$ cat src/rtl/bcd_seq_pkg.sv
// Shared constants for the binary-to-BCD conversion sequencer: state encoding,
// digit-adjust constants and an elaboration-time range check.
package bcd_seq_pkg;

   localparam logic [1:0] IDLE  = 2'd0;
   localparam logic [1:0] SHIFT = 2'd1;
   localparam logic [1:0] DONE  = 2'd2;

   localparam logic [3:0] ADJ_THRESH = 4'd5;
   localparam logic [3:0] ADJ_ADD    = 4'd3;

   // True when 10^digits > 2^bin_w - 1, i.e. every input fits in the BCD field.
   // Widths of 60 bits or more are rejected to keep the arithmetic in 64 bits.
   function automatic bit digits_cover(int unsigned bin_w, int unsigned digits);
      longint unsigned pow10;
      longint unsigned maxv;
      pow10 = 64'd1;
      if (bin_w >= 60) return 1'b0;
      maxv = (64'd1 << bin_w) - 64'd1;
      for (int unsigned i = 0; i < digits; i++) begin
         if (pow10 > maxv) return 1'b1;
         pow10 = pow10 * 64'd10;
      end
      return pow10 > maxv;
   endfunction

endpackage

$ cat src/rtl/bcd_digit_adjust.sv
// One BCD digit of the shift-and-add-3 step: adds 3 when the digit is 5 or more,
// so the following left shift carries correctly into the next decimal digit.
module bcd_digit_adjust
   import bcd_seq_pkg::*;
(
   input  logic [3:0] din,
   output logic [3:0] dout
);

   assign dout = (din >= ADJ_THRESH) ? din + ADJ_ADD : din;

endmodule

$ cat src/rtl/bcd_convert_sequencer.sv
// Multi-cycle binary-to-BCD converter (one bit per clock, MSB first) with a
// start/busy/done handshake, a held result and a significant-digit count.
module bcd_convert_sequencer
   import bcd_seq_pkg::*;
#(
   parameter int unsigned BIN_W  = 31,
   parameter int unsigned DIGITS = 10
) (
   input  logic                         clk,
   input  logic                         resetn,
   input  logic                         start,
   input  logic [BIN_W-1:0]             bin_in,
   output logic                         ready,
   output logic                         busy,
   output logic                         done,
   output logic [4*DIGITS-1:0]          bcd_out,
   output logic [$clog2(DIGITS+1)-1:0]  ndigits
);

   localparam int unsigned CNT_W = $clog2(BIN_W + 1);
   localparam int unsigned ND_W  = $clog2(DIGITS + 1);
   localparam int unsigned BCD_W = 4 * DIGITS;

   if (!digits_cover(BIN_W, DIGITS)) begin : g_bad_digits
      $error("bcd_convert_sequencer: DIGITS too small to hold a BIN_W-bit value");
   end

   logic [1:0]       state_q;
   logic [BIN_W-1:0] bin_shift_q;
   logic [BIN_W-1:0] bin_next;
   logic [BCD_W-1:0] bcd_work_q;
   logic [BCD_W-1:0] bcd_adj;
   logic [BCD_W-1:0] bcd_next;
   logic [CNT_W-1:0] cnt_q;
   logic [BCD_W-1:0] bcd_out_q;
   logic [ND_W-1:0]  ndigits_q;
   logic [ND_W-1:0]  nd_calc;

   for (genvar g = 0; g < DIGITS; g++) begin : g_adj
      bcd_digit_adjust u_adj (
         .din  (bcd_work_q[4*g +: 4]),
         .dout (bcd_adj[4*g +: 4])
      );
   end

   // Adjusted digits and the remaining binary bits shift together as one register.
   always_comb begin
      {bcd_next, bin_next} = {bcd_adj, bin_shift_q} << 1;
   end

   // Highest nonzero digit wins; an all-zero result still shows one digit.
   always_comb begin
      nd_calc = ND_W'(1);
      for (int unsigned i = 1; i < DIGITS; i++) begin
         if (bcd_next[4*i +: 4] != 4'd0) nd_calc = ND_W'(i + 1);
      end
   end

   always_ff @(posedge clk or negedge resetn) begin
      if (!resetn) begin
         state_q     <= IDLE;
         bin_shift_q <= '0;
         bcd_work_q  <= '0;
         cnt_q       <= '0;
         bcd_out_q   <= '0;
         ndigits_q   <= ND_W'(1);
      end else begin
         unique case (state_q)
            IDLE: begin
               if (start) begin
                  bin_shift_q <= bin_in;
                  bcd_work_q  <= '0;
                  cnt_q       <= CNT_W'(BIN_W);
                  state_q     <= SHIFT;
               end
            end
            SHIFT: begin
               bcd_work_q  <= bcd_next;
               bin_shift_q <= bin_next;
               cnt_q       <= cnt_q - CNT_W'(1);
               // Result and digit count update together so the display never tears.
               if (cnt_q == CNT_W'(1)) begin
                  state_q   <= DONE;
                  bcd_out_q <= bcd_next;
                  ndigits_q <= nd_calc;
               end
            end
            DONE:    state_q <= IDLE;
            default: state_q <= IDLE;
         endcase
      end
   end

   assign ready   = (state_q == IDLE);
   assign busy    = (state_q == SHIFT);
   assign done    = (state_q == DONE);
   assign bcd_out = bcd_out_q;
   assign ndigits = ndigits_q;

endmodule

$ cat config.mk
export PLATFORM = sky130hd
export DESIGN_NAME = bcd_convert_sequencer
export DESIGN_NICKNAME = d
export VERILOG_FILES = /design/src/rtl/bcd_seq_pkg.sv /design/src/rtl/bcd_digit_adjust.sv /design/src/rtl/bcd_convert_sequencer.sv
export SDC_FILE = /design/constraint.sdc
export NUM_CORES = 1
export LEC_CHECK = 0
export ABC_CLOCK_PERIOD_IN_PS = 2500
export BUFFER_PORTS_ARGS = -buffer_cell sky130_fd_sc_hd__buf_2
export CORE_MARGIN = 1.5
export CORE_UTILIZATION = 58
export DETAILED_ROUTE_END_ITERATION = 10
export PLACE_DENSITY_LB_ADDON = 0.1
export SYNTH_ARGS = -nofsm -noshare
export SYNTH_HDL_FRONTEND = slang
export SYNTH_SLANG_ARGS = --single-unit
$ cat constraint.sdc
create_clock -name clk -period 2.5 [get_ports clk]
set_input_delay 0.5 -clock clk [delete_from_list [all_inputs] [get_ports clk]]
set_output_delay 0.5 -clock clk [all_outputs]
set_load 0.03 [all_outputs]
Yosys cells after proc, flatten, opt, wreduce, memory -nomap -nowiden
Index checks and enable logic that the tools add are counted.
- add/subtract/negate cells: 11
- magnitude comparators: 10
- equal/unequal tests: 5
- muxes and demuxes: 28
- reduce and logical (&&, ||, !) cells: 14
- operator list (kind ; number):
    one-hot mux 40 bit (2 select lines) ; 1
    2-to-1 mux 4 bit ; 17
    one-hot mux 31 bit (2 select lines) ; 1
    greater-or-equal comparator 4 x 3 -> 1 bit (second input constant) ; 10
    2-to-1 mux 40 bit ; 1
    adder 4 x 2 -> 4 bit (second input constant) ; 9
    nonzero test 4 bit ; 9
    2-to-1 mux 31 bit ; 1
    one-hot mux 5 bit (2 select lines) ; 1
    2-to-1 mux 2 bit ; 3
    AND reduction 2 bit ; 3
    equality test 5 x 1 -> 1 bit (second input constant) ; 1
    2-to-1 mux 5 bit ; 1
    subtractor 5 x 1 -> 5 bit (second input constant) ; 1
    one-hot mux 2 bit (2 select lines) ; 1
    adder 3 x 2 -> 3 bit (second input constant) ; 1
    2-to-1 mux 3 bit ; 1
    equality test 2 x 1 -> 1 bit (second input constant) ; 1
    equality test 2 bit (second input constant) ; 1
    logical NOT 2 bit ; 1
    inequality test 2 x 1 -> 1 bit (second input constant) ; 1
    inequality test 2 bit (second input constant) ; 1
    nonzero test 2 bit ; 1
- bits in registers: 122
- bits of input ports: 34
- output and inout bits: 47
- word-level logic and storage cells: 74

Longest topological paths before layout
Gate-level depths: netlist of the first run.
- word-level depth: 12
- gate-level depth with buffers: 10
- depth with buffers taken out: 9

Modules after synthesis
From an unflattened synthesis of the first run, not the netlist that was laid out.
- cell total of the unflattened synthesis: 582
- area total of the unflattened synthesis: 6254.7 sq um
- by module, submodules not included (module ; instances ; cells each ; area an instance (sq um) ; sequential area each (sq um)):
    bcd_convert_sequencer ; 1 ; 422 ; 5241.3 ; 3054.2
    bcd_digit_adjust ; 10 ; 16 ; 101.3 ; 0.0

Worst setup path after synthesis of the first run
OpenSTA, ideal clock, no wires.
- path kind: register to register
- start: register bcd_work_q[4]
- end: register ndigits_q[1], in the netlist ndigits[1]
- library setup time: 0.129 ns
- data arrival time: 1.901 ns
- required time: 2.371 ns
- path slack: 0.470 ns
- cell stages (with the launch flop): 10
- buffers on the path: 0
- clock period less this slack: 2.030 ns
- cell sequence: dfrtp_1 -> inv_1 -> ha_1 -> nand2b_1 -> a21oi_1 -> mux2i_1 -> nand3_1 -> nand2b_1 -> a311oi_1 -> a21oi_1
- cells in the longest elaborated chain, start to end: 12
- elaborated cells on any way between the ends: 14
- classes of those cells: add/sub (1); order compare (1); mux (10); reduce/logical (2)
- ends and longest elaborated chain (what ; RTL line ; text):
    start: declaration ; bcd_convert_sequencer.sv:31 ; logic [BCD_W-1:0] bcd_work_q;
    start signal: assignment ; bcd_convert_sequencer.sv:78 ; bcd_work_q <= bcd_next;
    adder 4 x 2 -> 4 bit or greater-or-equal comparator 4 x 3 -> 1 bit (tied branches) ; bcd_digit_adjust.sv:10 ; assign dout = (din >= ADJ_THRESH) ? din + ADJ_ADD : din;
    2-to-1 mux 4 bit (*) ; bcd_digit_adjust.sv:10 ;
    nonzero test 4 bit ; bcd_convert_sequencer.sv:55 ; if (bcd_next[4*i +: 4] != 4'd0) nd_calc = ND_W'(i + 1);
    2-to-1 mux 2 bit ; bcd_convert_sequencer.sv:55 ;
    2-to-1 mux 4 bit (*) (8 in series) ; bcd_convert_sequencer.sv:55 ;
    end signal: assignment ; bcd_convert_sequencer.sv:85 ; ndigits_q <= nd_calc;
    end: declaration ; bcd_convert_sequencer.sv:36 ; logic [ND_W-1:0] ndigits_q;
Mark *: on every way between the ends. The rest lies on a longest branch, timed or not.
A chain may end at the register's enable or synchronous reset.

Worst setup path after layout of the first run
Same ends and word-level chain as after synthesis.

==> results of run 1 <==
-- per-stage QoR --
stage                     cell area, µm²  util (%)  std cells
after floorplan                     6120         -        640
after global placement              6700      65.2        838
after detailed placement            6700      65.2        838
after CTS                           7320      71.2        871
after global routing                7320      71.2        871
final                               7320      71.2        871
-- timing repair --
item | CTS | global route
setup endpoints to repair | 0 | 0
hold buffers | 1 | 0
endpoints found under the hold margin | 35 | 0
gates resized for setup | 0 | 0
-- flip-flops by register name, summed over array words and instances (netlist names) --
signal       flops
bcd_out         40
bcd_work_q      40
bin_shift_q     31
cnt_q            5
ndigits          4
state_q          2
-- cells by family after synthesis --
logic type                 count (synthesis)
AOI/OAI and AO/OA                        218
and+or+nand+nor                          195
DFF                                      122
buffers and inverters                     59
adders and majority gates                 22
xor gates and xnor gates                  12
muxes                                     12
-- path summary, 6_finish.rpt --
path	slack [ns]	to	cells past startpoint	start
setup / recovery	0.14	ndigits[1]	9	bcd_work_q[4]
hold / removal	0.19	bin_shift_q[0]	2	bin_in[0]
setup reg to reg	0.14	ndigits[1]	9	bcd_work_q[4]
hold reg to reg	0.47	bcd_out[19]	2	bcd_out[19]
max in group asynchronous	1.25	bcd_out[4]	3	resetn
min in group asynchronous	0.49	bcd_work_q[32]	2	resetn
-- synthesized netlist by cell type (all sizes together), types with 3 or more instances --
library cell,n
dfrtp,121
nand2,101
o21ai,95
a21oi,58
a22oi,32
nor2b,32
clkbuf,29
inv,23
ha,22
nand2b,17
nor3b,14
o22ai,12
xnor2,11
nor2,8
mux2,7
nor3,7
buf,6
a32o,5
mux2i,5
o31ai,5
a22o,4
nand3,3
-- critical path, delay by kind of cell, from the launching register on --
family,cells,cell delay [ns]
AOI/OAI and AO/OA,3,0.73
adders and majority gates,1,0.26
buffers and inverters,1,0.14
DFF,1,0.43
muxes,1,0.24
and+or+nand+nor,3,0.44
-- where the power goes --
| part | internal [mW] | switching [mW] |
|---|---|---|
| clock | 1.69 | 0.852 |
| sequential | 2.78 | 0.652 |
| combinational | 1.79 | 2.91 |
-- layout make-up --
type                            count  area, µm²  area share (%)
Clock buffer                       24        470            6.43
Timing Repair Buffer               98        553            7.56
Sequential cell                   122       3050            41.7
Tap cell                          136        170            2.33
Inverter                           24       91.3            1.25
Clock inverter                      8        140            1.91
Multi-Input combinational cell    459       2840            38.8
-- layer usage --
layer | global-route usage [%] | part of all wire (%) | up-vias
met3 | 7.24 | 5.3 | 22
met4 | 10.5 | 1.8 | 0
li1 | - | - | 2415
met5 | 0 | 0 | -
met2 | 44.9 | 48 | 132
met1 | 36.7 | 44 | 2507
==> metrics.md, run 1 <==
| Metric | Value |
|---|---|
| Die area | `between 10000 and 15000 µm²` |
| Min Hold Slack | `between 0.15 and 0.2 ns` |
| Largest net degree at the start of global routing | `64` |
| Most common cell after layout, fill and taps aside | `dfrtp_1` |
| Synth Area in Compound Gates | `between 20% and 30%` |
| Fmax | `0.424 GHz` |
| I/O pins | `between 80 and 90` |
| #FFs+latches synth | `between 100 and 150` |
| Final Wtd Congestion | `between 0.7 and 0.8` |
| First-pass GRT wire length | `between 20000 and 25000 µm` |
| CP endpoint kind | `register` |
| Cell breakdown of the critical path | `inv_1, ha_1, nand2b_1, a21oi_1, mux2i_1, nand3_1, nand2b_1, a311oi_1, a21oi_1` |
| Main combinational cell family by area after synthesis | `compound AO/OA/AOI/OAI gates` |
| Status | `finished clean` |
| CTS H-tree depth | `4` |
| Average size of a mapped cell | `between 9 and 10 µm²` |
| All-Layer GR Usage | `between 20% and 30%` |
| Buffer count from post-CTS setup fixing | `0` |
| Post-synth ARST share | `100%` |
| CTS tree | `done` |
| XOR/XNOR Fraction of Synth Area | `1.72%` |
| Max incr delay on CP | `approximately 0.43 ns` |
| Antenna diode count | `0` |
| Avg WL per Cell | `roughly 17 µm` |
| CP Launch Type | `register` |
| EDFF count, synth | `0` |
| Area fraction of the dominant cell type after synthesis | `49.5%` |
| Top cell type by total area after synthesis | `dfrtp_1` |
| Via count | `5076` |
| Synth Cell Area | `6120 µm²` |
| Post-route total power | `around 11 mW` |
| Clock-pin slew on the worst setup and hold paths | `roughly 0.050 ns` |
| Remaining antenna violation count | `0` |
| # port buffers | `80` |
| Max_cap viols | `0` |
| Slew @ Worst Pin | `0.581 ns` |
| Fillers | `a little under 800` |
| Skew final | `~0.007 ns` |
| Unrepaired setup endpoints after global routing | `no` |
| Overflow after GRT | `0` |
| Site row count | `37` |
| DP Wirelength | `9260 µm` |
| Crit path kind | `reg -> reg` |
| Worst setup margin | `0.142 ns` |
| Post-synthesis sequential area ratio | `49.9%` |
| PwrDens | `1460 nW/µm²` |
| Setup TNS | `0 ns` |
| Vias per cell | `between 5 and 6` |
| Detailed Route WL | `~15000 µm` |
| Clock Sinks | `between 100 and 150` |
| Chip Width | `between 100 and 150 µm` |
| Ys Warns | `0` |
| Distinct cells, synth | `53` |
| Iter 0 DRT Violations | `between 200 and 300` |
| Slew headroom | `61.3%` |
| Crit path max fanout | `5` |
| Maximum clock path buffer count | `2` |
| Worst Path Required | `~2.9 ns` |
| Vias in the first global route | `5039` |
| Share of layout cells above drive strength 1 | `20.7%` |
| Core area | `roughly 10000 µm²` |
| CTS Buf Count | `17` |
| Crit share post-route | `a little over nine tenths` |
| Syn Nets | `around 700` |
| Critical path arrival | `about 2.8 ns` |
| Die height | `between 100 and 150 µm` |
| Mux cell area share after synthesis | `about 2.2%` |
| Minimum clock period | `2.36 ns` |
| Fraction of the mapped netlist area in adder cells | `4.50%` |
| DR DRC count | `0` |
| Area delta synth->final | `19.6%` |
| Initial Util | `between 50 and 60%` |
| CP max-delay cell | `dfrtp_1` |
| P_leak | `3.44 nW` |
| Clk root buf | `clkbuf_8` |
| DR pass1 iterations | `5` |
| Synth Flop Type | `dfrtp_1` |
| Final setup fails | `0` |
| Worst hold-check path type | `in -> reg` |
| Pins Over Slew Limit | `0` |
| # nets final | `778` |
| Setup WS pre-CTS | `0.230 ns` |
| Worst-Skew Late Latency | `between 0.5 and 0.6 ns` |
| Final Hold Fails | `0` |
| Top cells by area, synth | `dfrtp_1 (49%), o21ai_0 (7.6%), nand2_1 (6.1%), ha_1 (4.5%), a21oi_1 (4.3%)` |
| Commonest cells after routing, fill and taps aside | `dfrtp_1 (121), nand2_1 (100), o21ai_0 (93)` |
| Initial antenna violation count | `0` |
| Max IR drop VDD | `about 0.73 mV` |
| Synth Area in Simple Gates | `16.7%` |
| Post-Synthesis Cells | `640` |
No activity file was read; power rests on OpenSTA's default activity.
==> run 2, diff against run 1 <==
--- a/config.mk
+++ b/config.mk
@@ -11,6 +11,7 @@
 export CORE_UTILIZATION = 58
 export DETAILED_ROUTE_END_ITERATION = 10
 export PLACE_DENSITY_LB_ADDON = 0.1
+export SETUP_SLACK_MARGIN = 0.4
 export SYNTH_ARGS = -nofsm -noshare
 export SYNTH_HDL_FRONTEND = slang
 export SYNTH_SLANG_ARGS = --single-unit
==> run 2 against run 1 <==
Compared with the run above:
- hold slack better by 0.0018 ns
- cell area up 5.0%
- clock-buffer cell count unchanged
- die area unchanged
- flip-flop and latch count unchanged
- routed wire length up 6.2%
- first-iteration DRC count up 46%
- non-clock buffer count up 15
- sequential share of layout area down 2.0 points
- register-to-register slack better by 0.26 ns
- critical endpoint unchanged
==> metrics.md, run 2 (same netlist as run 1, synthesis figures left out) <==
| Metric | Value |
|---|---|
| Iter 0 DRT Violations | `a little over 400` |
| CP max-delay cell | `dfrtp_1` |
| I/O pins | `81` |
| Final setup fails | `0` |
| Largest net degree at the start of global routing | `64` |
| P_leak | `~3.5 nW` |
| Status | `finished clean` |
| Crit path kind | `reg -> reg` |
| Worst reg-to-reg path cell count | `8` |
| Vias in the first global route | `around 5100` |
| Clock-pin slew on the worst setup and hold paths | `approximately 0.060 ns` |
| DR DRC count | `0` |
| Core area | `10300 µm²` |
| CP Launch Type | `register` |
| Crit path max fanout | `5` |
| Slew @ Worst Pin | `0.580 ns` |
| Clock Sinks | `around 120` |
| PwrDens | `around 1500 nW/µm²` |
| Cell breakdown of the critical path | `ha_1, nand2b_2, a21oi_4, mux2i_1, and3_4, nand2b_1, a311oi_1, a21oi_1` |
| R2R Setup Slk | `0.40 ns` |
| Vias per cell | `just under 6` |
| DP Wirelength | `roughly 9300 µm` |
| Commonest cells after routing, fill and taps aside | `dfrtp_1 (119), nand2_1 (99), o21ai_0 (93)` |
| Final cell count without fillers | `~890` |
| Antenna diode count | `0` |
| Area of the multi-input gates | `around 3100 µm²` |
| Min Hold Slack | `0.192 ns` |
| Skew final | `a little under 0.008 ns` |
| Hold path depth | `2` |
| Origin of the critical flop-to-flop path | `bcd_work_q[8]` |
| All-Layer GR Usage | `28.1%` |
| Register Area | `approximately 3100 µm²` |
| Share of layout cells above drive strength 1 | `between 20% and 30%` |
| CTS Buf Count | `17` |
| Die height | `approximately 110 µm` |
| Remaining antenna violation count | `0` |
| Fmax | `0.476 GHz` |
| Avg WL per Cell | `~18 µm` |
| Chip Width | `approximately 110 µm` |
| First-pass GRT wire length | `between 20000 and 25000 µm` |
| Initial Util | `59.6%` |
| Setup TNS | `0 ns` |
| Critical path's top delay family | `compound AO/OA/AOI/OAI gates` |
| Worst-Skew Late Latency | `between 0.5 and 0.6 ns` |
| # nets final | `793` |
| Worst setup margin | `0.401 ns` |
| Design area | `about 7700 µm²` |
| Initial antenna violation count | `0` |
| Fillers | `743` |
| CP endpoint kind | `register` |
| Overflow after GRT | `0` |
| Most common cell after layout, fill and taps aside | `dfrtp_1` |
| Hold path start | `bin_in[0]` |
| Crit share post-route | `84.0%` |
| Unrepaired setup endpoints after global routing | `yes` |
| Worst hold-check path type | `in -> reg` |
| Site row count | `37` |
| Max IR drop VDD | `0.787 mV` |
| Max incr delay on CP | `between 0.4 and 0.5 ns` |
| Detailed Route WL | `15600 µm` |
| Worst Path Required | `2.90 ns` |
| Maximum clock path buffer count | `2` |
| Max_cap viols | `0` |
| Pins Over Slew Limit | `0` |
| Clk root buf | `clkbuf_8` |
| Slew headroom | `61.4%` |
| Die area | `11200 µm²` |
| CP Buf/Inv Count | `0` |
| Setup WS pre-CTS | `approximately 0.23 ns` |
| CTS H-tree depth | `4` |
| Util after Layout | `roughly three quarters` |
| CTS tree | `done` |
| Via count | `a little over 5000` |
| Final Wtd Congestion | `0.786` |
| Minimum clock period | `about 2.1 ns` |
| Placement Cell Area | `~6700 µm²` |
| # port buffers | `80` |
| Hold endpoint | `bin_shift_q[0]` |
| DR pass1 iterations | `5` |
| Post-route total power | `between 10 and 15 mW` |
| Reg-to-reg endpoint | `ndigits[1]` |
| Final Hold Fails | `0` |
| Placed instance count | `between 800 and 900` |
| Critical path arrival | `roughly 2.5 ns` |
| Area delta synth->final | `25.6%` |
-- run 2: how the worst max path moves through the flow --
stage	from	endpoint	slack [ns]	cells past startpoint
floorplan	bcd_work_q[4]	ndigits[1]	0.47	9
global placement	bcd_work_q[16]	ndigits[0]	0.32	10
detailed placement	bcd_work_q[4]	ndigits[1]	0.23	9
CTS	bcd_work_q[16]	ndigits[1]	0.40	9
global route	bcd_work_q[8]	ndigits[1]	0.32	8
finish	bcd_work_q[8]	ndigits[1]	0.40	8
-- run 2: layout make-up --
class	instances	area share, %
Clock inverter	8	1.82
Sequential cell	122	39.8
Tap cell	136	2.21
Inverter	24	1.24
Multi-Input combinational cell	459	39.9
Timing Repair Buffer	113	8.90
Clock buffer	24	6.12
-- run 2: routing by layer --
metal  up-vias  global-route usage, %  share of wire, %
li1       2445                      -                 -
met1      2542                   37.1                43
met4         0                   10.9               2.1
met2       164                   44.8                49
met5         -                      0                 0
met3        31                   6.86               5.9
-- run 2: power by group --
group	total [mW]	internal [mW]	leakage [nW]	switching (mW)
logic	5.52	2.31	1.68	3.21
registers	3.50	2.78	1.57	0.719
clock network	2.56	1.69	0.303	0.864
-- run 2: repair_timing --
action	4_1_cts	5_1_grt
buffers inserted	4	11
pin swaps	3	16
endpoints found under the setup margin	6	6
resized for setup	19	43
hold buffers	1	0
endpoints found under the hold margin	35	0
